## config.mk

```make
export PLATFORM = sky130hd
export DESIGN_NAME = input_module
export DESIGN_NICKNAME = d
export VERILOG_FILES = /design/src/rtl/input_pkg.sv /design/src/rtl/debouncer.sv /design/src/rtl/input_module.sv
export SDC_FILE = /design/constraint.sdc
export NUM_CORES = 1
export LEC_CHECK = 0
export ABC_AREA = 1
export CORE_MARGIN = 5
export CORE_UTILIZATION = 55
export CTS_CLUSTER_SIZE = 10
export DETAILED_ROUTE_END_ITERATION = 10
export DONT_BUFFER_PORTS = 1
export GPL_TIMING_DRIVEN = 0
export PLACE_DENSITY = 0.73
export RECOVER_POWER = 100
export SKIP_CTS_REPAIR_TIMING = 1
export SYNTH_ARGS = -nofsm -noshare
export SYNTH_HDL_FRONTEND = slang
export SYNTH_SLANG_ARGS = --single-unit
```

## constraint.sdc

```tcl
create_clock -name clock -period 1.2 [get_ports clock]
set_input_delay 0.18 -clock clock [delete_from_list [all_inputs] [get_ports clock]]
set_output_delay 0.18 -clock clock [all_outputs]
set_load 0.01 [all_outputs]
```

## src/rtl/input_pkg.sv

```systemverilog
// Shared definitions for the pushbutton/switch word-entry block: FSM state
// encoding and the default debounce interval.
package input_pkg;

  typedef logic [1:0] state_t;

  localparam state_t StIdle    = 2'd0;
  localparam state_t StLowHeld = 2'd1;
  localparam state_t StValid   = 2'd2;

  localparam int unsigned DebounceCyclesDefault = 32'd1000000;

endpackage

```

## src/rtl/debouncer.sv

```systemverilog
// Active-low pushbutton conditioner: 2-FF synchronizer, stability counter and a
// one-cycle registered press pulse on each accepted 1->0 debounced transition.
module debouncer #(
  parameter int unsigned DEBOUNCE_CYCLES = 4
) (
  input  logic i_clk,
  input  logic i_rst_n,
  input  logic i_key_n,
  output logic o_press
);

  localparam int unsigned CntW = (DEBOUNCE_CYCLES > 1) ? $clog2(DEBOUNCE_CYCLES) : 1;
  localparam logic [CntW-1:0] CntLast = CntW'(DEBOUNCE_CYCLES - 1);

  logic            r_sync1;
  logic            r_sync2;
  logic            r_db;
  logic            r_db_prev;
  logic            r_press;
  logic [CntW-1:0] r_cnt;
  logic [1:0]      r_init;
  logic            r_armed;
  logic            w_diff;
  logic            w_flip;

  always_comb begin
    w_diff = r_sync2 ^ r_db;
    w_flip = w_diff && (r_cnt == CntLast);
  end

  // r_armed stays low until the key is seen released after reset, so a key
  // held through reset release never yields a press pulse.
  always_ff @(posedge i_clk or negedge i_rst_n) begin
    if (!i_rst_n) begin
      r_sync1   <= 1'b1;
      r_sync2   <= 1'b1;
      r_db      <= 1'b1;
      r_db_prev <= 1'b1;
      r_press   <= 1'b0;
      r_cnt     <= '0;
      r_init    <= 2'b00;
      r_armed   <= 1'b0;
    end else begin
      r_sync1   <= i_key_n;
      r_sync2   <= r_sync1;
      r_db_prev <= r_db;
      r_press   <= r_armed & r_db_prev & ~r_db;
      r_init    <= {r_init[0], 1'b1};
      if (r_init[1] && r_sync2) begin
        r_armed <= 1'b1;
      end
      if (!w_diff) begin
        r_cnt <= '0;
      end else if (w_flip) begin
        r_cnt <= '0;
        r_db  <= ~r_db;
      end else begin
        r_cnt <= r_cnt + CntW'(1);
      end
    end
  end

  assign o_press = r_press;

endmodule

```

## src/rtl/input_module.sv

```systemverilog
// Two-press word assembler: switches captured as low then high half, presented
// to the processor as a valid word until acknowledged.
module input_module
  import input_pkg::*;
#(
  parameter int unsigned DEBOUNCE_CYCLES = DebounceCyclesDefault
) (
  input  logic        clock,
  input  logic        reset,
  input  logic        key_enter,
  input  logic        key_clear,
  input  logic [15:0] switches,
  output logic [31:0] data_out,
  output logic        data_valid,
  input  logic        data_ack,
  output logic        half_flag,
  output logic        overrun
);

  logic        w_enter;
  logic        w_clear;
  state_t      r_state;
  logic [15:0] r_low;
  logic [31:0] r_data;
  logic        r_overrun;

  debouncer #(
    .DEBOUNCE_CYCLES(DEBOUNCE_CYCLES)
  ) u_enter (
    .i_clk  (clock),
    .i_rst_n(reset),
    .i_key_n(key_enter),
    .o_press(w_enter)
  );

  debouncer #(
    .DEBOUNCE_CYCLES(DEBOUNCE_CYCLES)
  ) u_clear (
    .i_clk  (clock),
    .i_rst_n(reset),
    .i_key_n(key_clear),
    .o_press(w_clear)
  );

  // Clear outranks enter and ack; data_out survives clear.
  always_ff @(posedge clock or negedge reset) begin
    if (!reset) begin
      r_state   <= StIdle;
      r_low     <= '0;
      r_data    <= '0;
      r_overrun <= 1'b0;
    end else if (w_clear) begin
      r_state   <= StIdle;
      r_low     <= '0;
      r_overrun <= 1'b0;
    end else begin
      case (r_state)
        StIdle: begin
          if (w_enter) begin
            r_low   <= switches;
            r_state <= StLowHeld;
          end
        end
        StLowHeld: begin
          if (w_enter) begin
            r_data  <= {switches, r_low};
            r_state <= StValid;
          end
        end
        StValid: begin
          if (w_enter) begin
            r_overrun <= 1'b1;
          end
          if (data_ack) begin
            r_state <= StIdle;
          end
        end
        default: r_state <= StIdle;
      endcase
    end
  end

  assign data_out   = r_data;
  assign data_valid = (r_state == StValid);
  assign half_flag  = (r_state == StLowHeld);
  assign overrun    = r_overrun;

endmodule
```

==> flow_results.xml <==
<?xml version="1.0" encoding="UTF-8"?>
<metrics>
  <group name="cts">
    <metric name="path_clk_slew" unit="ps">110</metric>
    <metric name="numCtsBuffers" unit="">9</metric>
    <metric name="numClockSinks" unit="">105</metric>
    <metric name="tritoncts" unit="">built</metric>
    <metric name="cts-htree-levels" unit="">3</metric>
    <metric name="worst_case_clock_buffer_depth" unit="">2</metric>
    <metric name="worst_skew_pair.late_latency" unit="ps">380</metric>
    <metric name="cts.root.buffer_cell" unit="">sky130_fd_sc_hd__clkbuf_8</metric>
  </group>
  <group name="synthesis">
    <metric name="ys.warnings.count" unit="">0</metric>
    <metric name="post-synth-top-count-cell" unit="">sky130_fd_sc_hd__dfrtp_1</metric>
    <metric name="ys_seq_elements" unit="">105</metric>
    <metric name="synth-async-reset-ratio" unit="%">100</metric>
    <metric name="synth.top_cells.by_area" unit="">sky130_fd_sc_hd__dfrtp_1, sky130_fd_sc_hd__nand2_1, sky130_fd_sc_hd__inv_1</metric>
    <metric name="share_of_the_yosys_chip_area_belonging_to_registers" unit="%">55.3</metric>
    <metric name="synth_cell_type_count" unit="">30</metric>
    <metric name="netlist.top_cell.by_area" unit="">sky130_fd_sc_hd__dfrtp_1</metric>
    <metric name="synth_top_cell_area_share" unit="%">50.9</metric>
    <metric name="synth_flop_cell" unit="">sky130_fd_sc_hd__dfrtp_1</metric>
    <metric name="netlist_area" unit="mm^2">0.00477</metric>
    <metric name="syn_inst" unit="">529</metric>
    <metric name="syn-num-nets" unit="">552</metric>
    <metric name="synth.top_cells.by_count" unit="">sky130_fd_sc_hd__dfrtp_1, sky130_fd_sc_hd__nand2_1, sky130_fd_sc_hd__inv_1, sky130_fd_sc_hd__nor2_1, sky130_fd_sc_hd__nand3_1</metric>
    <metric name="synth.avg_cell_area" unit="um^2">9.02</metric>
    <metric name="edff_count_synth" unit="">0</metric>
  </group>
  <group name="sta">
    <metric name="smallest_hold_slack" unit="ps">-523</metric>
    <metric name="final_hold_viol_count" unit="">105</metric>
    <metric name="slew_violations" unit="">0</metric>
    <metric name="fin_crit_sh" unit="%">121</metric>
    <metric name="final.setup.worst_slack" unit="ps">-258</metric>
    <metric name="post-route-min-period" unit="ps">1460</metric>
    <metric name="setup-tns-final" unit="ps">-9940</metric>
    <metric name="setup_clock_skew_after_layout" unit="ps">15.2</metric>
    <metric name="max_freq" unit="MHz">686</metric>
    <metric name="timing.final.setup_violations" unit="">79</metric>
    <metric name="grt_setup_unrepaired" unit="">yes</metric>
  </group>
  <group name="power">
    <metric name="cellPowerDensity" unit="mW/mm^2">971</metric>
    <metric name="p_seq_share" unit="%">58.2</metric>
    <metric name="power.ir.vdd_worst" unit="mV">0.727</metric>
    <metric name="internal-power" unit="mW">4.71</metric>
    <metric name="logic_pwr_share" unit="%">4.4</metric>
    <metric name="power.static_leakage" unit="nW">2.98</metric>
    <metric name="clock_power_share" unit="%">37.4</metric>
    <metric name="p_switching" unit="mW">1.47</metric>
    <metric name="power_switching_share" unit="%">23.7</metric>
    <metric name="design_power_total" unit="mW">6.18</metric>
  </group>
  <group name="setup_path">
    <metric name="timing.setup.critical_path_class" unit="">reg -&gt; reg</metric>
    <metric name="worst_setup_path_start_kind" unit="">register</metric>
    <metric name="critical-path-slowest-cell" unit="">sky130_fd_sc_hd__dfrtp_1</metric>
    <metric name="required" unit="ps">1460</metric>
    <metric name="max_stage_delay" unit="ps">460</metric>
    <metric name="critical_path_peak_fanout" unit="">5</metric>
    <metric name="cp-end-kind" unit="">register</metric>
    <metric name="crit_arrival" unit="ps">1720</metric>
    <metric name="timing.critical_path.cells" unit="">inv_1, nand2_1, nor2_1, nand2_1, nor2_2, nand2_4, nand2_4, nor2_1</metric>
  </group>
  <group name="routing">
    <metric name="vias" unit="">3895</metric>
    <metric name="ant_nets" unit="">0</metric>
    <metric name="drc" unit="">0</metric>
    <metric name="final_wirelength" unit="um">11900</metric>
    <metric name="vias_per_cell" unit="">5.49</metric>
    <metric name="wire_per_inst" unit="um">16.8</metric>
    <metric name="drt-initial-drc-count" unit="">169</metric>
    <metric name="dr.pass1.iters" unit="">5</metric>
  </group>
  <group name="outcome">
    <metric name="violated_checks" unit="">hold timing, setup timing</metric>
    <metric name="status" unit="">complete, but fails checks</metric>
  </group>
  <group name="floorplan">
    <metric name="io_pins" unit="">56</metric>
    <metric name="core-area" unit="mm^2">0.00859</metric>
    <metric name="floorplan.die.width" unit="um">103</metric>
    <metric name="design.die.area" unit="mm^2">0.0106</metric>
    <metric name="core.rowCount" unit="">34</metric>
    <metric name="initial_core_util" unit="%">55.5</metric>
    <metric name="chipHeight" unit="um">103</metric>
  </group>
  <group name="flow_run">
    <metric name="maxCapViolCount" unit="">0</metric>
  </group>
  <group name="global_routing">
    <metric name="pin_count_of_the_biggest_net_entering_global_routing" unit="">106</metric>
    <metric name="antenna_found_initial" unit="">0</metric>
    <metric name="total_congestion_overflow" unit="">0</metric>
    <metric name="first_global_vias" unit="">3406</metric>
    <metric name="gr-usage-all-layers" unit="%">19.2</metric>
    <metric name="grt_pass1_wl" unit="um">16000</metric>
  </group>
  <group name="final_layout">
    <metric name="final_util" unit="%">74.0</metric>
    <metric name="flow.area_growth_from_synthesis" unit="%">33.3</metric>
    <metric name="total_nets_final" unit="">620</metric>
    <metric name="layout-drive-gt1-share" unit="%">37.5</metric>
    <metric name="final_cell_area" unit="mm^2">0.00636</metric>
    <metric name="antennaDiodeCount" unit="">0</metric>
    <metric name="final_standard_cell_count_with_taps_included_and_fillers_excluded" unit="">710</metric>
  </group>
  <group name="placed_design">
    <metric name="dpl.cell_count" unit="">637</metric>
    <metric name="dp_slack" unit="ps">-206</metric>
    <metric name="dp.final_hpwl" unit="um">6690</metric>
    <metric name="dpl-instance-area" unit="mm^2">0.00492</metric>
    <metric name="place.gp.congestion" unit="">0.926</metric>
    <metric name="io_buffer_count" unit="">0</metric>
  </group>
  <group name="worst_hold_path">
    <metric name="worstHoldPathType" unit="">in -&gt; async</metric>
  </group>
</metrics>
[power groups by stage]
stage	Combinational, mW	Clock, mW	Sequential [mW]
floorplan	0.0827	0	3.65
global placement	0.102	0	3.65
detailed placement	0.106	0	3.66
CTS	0.109	2.32	3.59
global route	0.291	2.48	3.60
finish	0.273	2.31	3.59
[layout by cell type, fill, tap and decap left out, drive strengths merged, types with 5 or more instances in the layout]
cell         count
nor2            87
xor2            14
clkbuf          13
nand4            8
a21oi            7
nand3           40
nand2          104
clkinv           7
dlygate4sd3     19
o22ai           16
dfrtp           97
inv             80
nor3             5
buf             41
dfstp            8
o21ai           41
[layer usage]
| metal | share of wire [%] | global-route usage (%) |
|---|---|---|
| met4 | 2.3 | 7.67 |
| met3 | 7.2 | 3.79 |
| met5 | 0 | 0 |
| met1 | 39 | 25.5 |
| met2 | 51 | 31.1 |
[cells by family after synthesis]
family	share of synthesized area, %
AND/OR/NAND/NOR	25.3
flip-flops	55.3
XOR/XNOR	3.31
buffers and inverters	7.87
AO/OA/AOI/OAI	7.63
adder cells (fa/ha/maj)	0.525
other	0.0786
[registers in the layout, summed over array words and instances (netlist names)]
register and count:
data_out 32, overrun 1, r_low 16, r_state 2
u_clear.o_press 1, u_clear.r_armed 1, u_clear.r_cnt 20, u_clear.r_db 1
u_clear.r_db_prev 1, u_clear.r_init 2, u_clear.r_sync1 1, u_clear.r_sync2 1
u_enter.o_press 1, u_enter.r_armed 1, u_enter.r_cnt 20, u_enter.r_db 1
u_enter.r_db_prev 1, u_enter.r_sync1 1, u_enter.r_sync2 1
[area by class of cell]
class | instances | area (um^2)
fillers | 530 | 2240
repair inverters | 2 | 32.5
flip-flops and latches | 105 | 2650
inverters | 79 | 322
well taps | 108 | 135
clock inverters | 7 | 85.1
plain buffers | 11 | 173
multi-input cells | 336 | 2290
clock buffers | 9 | 124
repair buffers | 53 | 546
[path summary, 6_finish.rpt]
path,startpoint,to,slack (ps),cells past startpoint
worst max-delay path,u_enter.r_cnt[7],u_enter.r_cnt[9],-260,8
worst min-delay path,reset,data_out[1],-520,0
worst max register to register,u_enter.r_cnt[7],u_enter.r_cnt[9],-260,8
worst min register to register,u_clear.r_sync1,u_clear.r_sync2,370,0
max in group asynchronous,reset,u_enter.r_db_prev,1470,0
min in group clock,key_clear,u_clear.r_sync1,350,1
[worst max-delay path: cells and delay by family (launching register included)]
| family | cells | cell delay, ps |
|---|---|---|
| buf+inv | 1 | 170 |
| flops | 1 | 460 |
| simple gates | 7 | 720 |
(Power assumes the default switching activity.)
